==> src/rtl/count_pkg.sv <==
// Shared types and defaults for the skip-count sequencer scheduler.
package count_pkg;

  typedef enum logic [1:0] {
    IDLE = 2'd0,
    RUN  = 2'd1,
    DONE = 2'd2
  } state_t;

  localparam int W_DEF  = 5;
  localparam int LO_DEF = 2;

endpackage

==> src/rtl/count_next.sv <==
// Combinational skip-count step: wraps at MAX, +2 strictly between LO and MAX, +1 otherwise.
module count_next
  import count_pkg::*;
#(
  parameter int W  = W_DEF,
  parameter int LO = LO_DEF
) (
  input  logic [W-1:0] q,
  output logic [W-1:0] q_next
);

  localparam logic [W-1:0] MAX  = '1;
  localparam logic [W-1:0] LO_V = W'(LO);

  always_comb begin
    if (q == MAX) begin
      q_next = '0;
    end else if (q > LO_V) begin
      q_next = q + W'(2);
    end else begin
      q_next = q + W'(1);
    end
  end

endmodule

==> src/rtl/count_seq_sched.sv <==
// Two-requester scheduler sharing one skip-count sequencer over a valid/ready stream.
// Build option: define COUNT_SCHED_RR_EN for round-robin arbitration (default: requester 0 wins).
module count_seq_sched
  import count_pkg::*;
#(
  parameter int W  = W_DEF,
  parameter int LO = LO_DEF
) (
  input  logic         clk,
  input  logic         rst,
  input  logic         req0_valid,
  output logic         req0_ready,
  input  logic [W-1:0] req0_start,
  input  logic [W-1:0] req0_len,
  input  logic         req1_valid,
  output logic         req1_ready,
  input  logic [W-1:0] req1_start,
  input  logic [W-1:0] req1_len,
  output logic         out_valid,
  input  logic         out_ready,
  output logic [W-1:0] out_val,
  output logic         out_id,
  output logic         out_last,
  output logic         busy,
  output logic         done
);

  state_t       state;
  logic [W-1:0] cur;
  logic [W-1:0] rem;
  logic [W-1:0] cur_nxt;
  logic         id;
  logic         gnt_any;
  logic         gnt_id;
  logic [W-1:0] gnt_start;
  logic [W-1:0] gnt_len;

`ifdef COUNT_SCHED_RR_EN
  logic rr;

  // rr names the requester that wins the next contention
  always_comb begin
    if (req0_valid && req1_valid) begin
      gnt_id = rr;
    end else begin
      gnt_id = ~req0_valid;
    end
  end

  always_ff @(posedge clk or posedge rst) begin
    if (rst) begin
      rr <= 1'b0;
    end else if (gnt_any) begin
      rr <= ~gnt_id;
    end
  end
`else
  assign gnt_id = ~req0_valid;
`endif

  // Grants only from IDLE, never while reset is held
  assign gnt_any    = (state == IDLE) && (req0_valid || req1_valid) && !rst;
  assign req0_ready = gnt_any && !gnt_id;
  assign req1_ready = gnt_any && gnt_id;
  assign gnt_start  = gnt_id ? req1_start : req0_start;
  assign gnt_len    = gnt_id ? req1_len   : req0_len;

  count_next #(.W(W), .LO(LO)) u_next (
    .q      (cur),
    .q_next (cur_nxt)
  );

  assign out_val = cur;
  assign out_id  = id;

  always_ff @(posedge clk or posedge rst) begin
    if (rst) begin
      state     <= IDLE;
      cur       <= '0;
      rem       <= '0;
      id        <= 1'b0;
      out_valid <= 1'b0;
      out_last  <= 1'b0;
      busy      <= 1'b0;
      done      <= 1'b0;
    end else begin
      case (state)
        IDLE: begin
          done <= 1'b0;
          if (gnt_any) begin
            state     <= RUN;
            cur       <= gnt_start;
            rem       <= gnt_len;
            id        <= gnt_id;
            out_valid <= 1'b1;
            out_last  <= (gnt_len == '0);
            busy      <= 1'b1;
          end else begin
            busy <= 1'b0;
          end
        end
        RUN: begin
          if (out_ready) begin
            if (rem == '0) begin
              state     <= DONE;
              out_valid <= 1'b0;
              out_last  <= 1'b0;
              done      <= 1'b1;
            end else begin
              cur      <= cur_nxt;
              rem      <= rem - W'(1);
              out_last <= (rem == W'(1));
            end
          end
        end
        DONE: begin
          state <= IDLE;
          done  <= 1'b0;
          busy  <= 1'b0;
        end
        default: begin
          state     <= IDLE;
          out_valid <= 1'b0;
          out_last  <= 1'b0;
          busy      <= 1'b0;
          done      <= 1'b0;
        end
      endcase
    end
  end

endmodule
==> config.mk <==
export PLATFORM = sky130hd
export DESIGN_NAME = count_seq_sched
export DESIGN_NICKNAME = d
export VERILOG_FILES = /design/src/rtl/count_pkg.sv /design/src/rtl/count_next.sv /design/src/rtl/count_seq_sched.sv
export SDC_FILE = /design/constraint.sdc
export NUM_CORES = 1
export LEC_CHECK = 0
export BUFFER_PORTS_ARGS = -buffer_cell sky130_fd_sc_hd__buf_4
export CELL_PAD_IN_SITES_DETAIL_PLACEMENT = 1
export CELL_PAD_IN_SITES_GLOBAL_PLACEMENT = 1
export CORE_MARGIN = 3
export CORE_UTILIZATION = 37
export DETAILED_ROUTE_END_ITERATION = 10
export PLACE_DENSITY_LB_ADDON = 0.3
export SYNTH_ARGS = -nofsm -noshare
export SYNTH_HDL_FRONTEND = slang
export SYNTH_SLANG_ARGS = --single-unit
==> constraint.sdc <==
create_clock -name clk -period 2.6 [get_ports clk]
set_input_delay 0.39 -clock clk [delete_from_list [all_inputs] [get_ports clk]]
set_output_delay 0.39 -clock clk [all_outputs]
set_load 0.005 [all_outputs]
==> out/results.ini <==
[drt]
routed_wl_mm=3.66
ant_nets=0
drc=0
drt-initial-drc-count=55
drt-met1-wl_mm=1.68
wl_met2_mm=1.77
via_count=1181
first_pass_iters=4
wl_per_cell_um=17.0
met3_length_um=152
dr.max_layer_used=met4
avgViaCountPerCell=5.49

[placed_design]
hpwl_mm=2.82
port_buffers=36
dp_cells=211
routabilityCongestion=0.765

[logic_synthesis]
seq_area_frac_synth_pct=34.5
synth_cell_types=45
synth-seq-cells=17
synth_commonest_cells=17 x dfrtp_1, 13 x nor2_1, 12 x o21ai_0
synth_area_mm2=0.00123
synth-edff-count=0
yosysMostFrequentCell=dfrtp_1
synthTopCellsByArea=dfrtp_1 34%, ha_1 8.1%, mux2i_1 7.3%, o21ai_0 4.9%, nor2_1 4.0%
syn_inst=136
syn-num-nets=169
ys_async_sr_fraction_pct=100
yosys_most_used_dff=dfrtp_1
yosysTopAreaCell=dfrtp_1
yosysTopAreaCellShare_pct=34.5
yosysWarnings=0
avgSynthCellArea_um2=9.07

[sta]
tightest_slew_ns=0.699
setup_tns_ns=0
max_slew_margin_pct=53.4
rsz0062_at_grt=false
timing.hold.ws_ns=0.196
hold_viol_final=0
fin_skew_ns=0.00277
setup_viol=0
min_period_ns=2.06
clock.fmax_mhz=485
period_share_pct=79.2
drv_slew=0

[worst_setup_path]
rr_worst_depth=6
crit_path_end_kind=flop
crit_start=rem[0]
arrival_ns=2.25
cp-endpoint=out_val[1]
reg2reg_to=out_val[1]
crit_required_ns=2.79
rrSetupSlack_ns=0.54
reg2reg_from=rem[0]
worst_setup_path_start_kind=flop
cp_max_fo=9
path_class=flop to flop

[clock_tree]
cts_root_buf=clkbuf_4
cts_setup_buffers=0
path_clk_slew_ns=0.11
clock_latency_ns=0.31
cts_inserted_buffers=3
ctsLongestPathBuffers=2
cts_hold_buf=0
cts_tree=yes
cts.repair.resized=0
cts_max_level=1
clock-sinks=17

[floorplanning]
initial_core_util_pct=39.4
fp.dieArea_mm2=0.00406
ios=37
coreArea_mm2=0.00313
core.rowCount=20
die_w_um=63.7
fp.dieH_um=63.7

[layout]
fillers=373
syn_to_final_growth_pct=27.1
drive_gt1_share_pct=29.2
final_cells=215
n_antenna_cell=0
nets=205
seqCellArea_um2=425
multi_input_area_um2=757

[global_routing]
antenna_found_initial=0
grt_pass1_wl_mm=6.09
grt_pass1_vias=1244
grt_start_max_net_pins=18
grt_use_total_pct=19.1
grt_overflow=0

[pwr]
p_leak_nw=0.733
p_per_area_mw_per_mm2=1050
max-vdd-ir-drop_mv=0.385

[worst_hold_path]
hold_path.class=primary input to async pin

[run]
drv_cap=0

[status]
status=finished clean

==> report_power, final <==
part           total [mW]  switching, mW  internal [mW]  leakage, nW
sequential          0.540          0.152          0.388        0.206
clock               0.156         0.0959         0.0600       0.0150
combinational       0.958          0.516          0.442        0.512
==> worst min path at each step <==
stage,slack (ns),end,cells after the start,start
2_1_floorplan,0.32,busy,1,rst
3_3_place_gp,0.46,busy,2,busy
3_5_place_dp,0.47,out_valid,1,out_valid
4_1_cts,0.22,out_valid,2,rst
5_1_grt,0.24,out_valid,2,rst
6_report,0.20,state[1],2,rst
==> final cells by class <==
class / instances / share of cell area (%)
sequential: 17 / 27.1
timing repair buffer: 37 / 17.7
tap: 44 / 3.51
clock buffer: 4 / 1.68
multi-input combinational: 106 / 48.3
inverter: 7 / 1.68
==> kinds of logic (layout without fill, tap and decap cells) <==
family | Yosys count | after routing | synth area share (%)
AOI/OAI and AO/OA | 40 | 40 | 23.8
xor gates and xnor gates | 1 | 1 | 0.710
adders and majority gates | 8 | 8 | 8.11
buffers and inverters | 13 | 48 | 4.16
DFF | 17 | 17 | 34.5
muxes | 10 | 10 | 8.22
and+or+nand+nor | 47 | 47 | 20.5
==> layout by cell type, fill, tap and decap left out, types with 2 or more instances in the layout <==
cell	Yosys	routed
o22ai_1	3	3
ha_1	8	8
nand2b_1	2	2
mux2i_1	9	9
buf_4	0	37
a21oi_1	5	5
nor2_1	13	13
inv_1	7	7
o21ai_0	12	12
and3_1	3	3
dfrtp_1	17	17
o211ai_1	2	2
a32o_1	2	2
nor2b_1	2	2
clkbuf_4	0	3
nor3_1	4	4
and2_1	2	2
a31oi_1	2	2
nand2_1	7	7
nand3_1	5	5
==> through the flow <==
step	worst slack, ns	cell area [um^2]	total power [mW]	utilization [%]
6_report	0.540	1570	1.65	50.1
5_1_grt	0.438	1570	1.80	50.1
4_1_cts	0.550	1570	1.66	50.1
3_5_place_dp	0.571	1540	1.50	49.3
3_3_place_gp	0.726	1540	1.44	49.3
2_1_floorplan	0.813	1230	1.13	-
==> per-layer routing <==
layer  track usage, %  vias to the layer above
met5                0                        -
met4             6.47                        0
met3             3.34                        6
met2             31.7                       29
met1             24.9                      570
li1                 -                      576
==> worst max-delay path, stage by stage, from the launching register on <==
cell	delay, ns
dfrtp_1	0.42
inv_1	0.13
ha_1	0.21
or4b_4	0.52
a32oi_4	0.39
a21oi_1	0.09
o32ai_1	0.19
==> sequential cells by signal, indices dropped and copies added, names as in the netlist <==
register and cells:
out_last 1, done 1, out_val 5, out_valid 1, state 2, busy 1
rem 5, out_id 1
No activity file was read; power rests on OpenSTA's default activity.
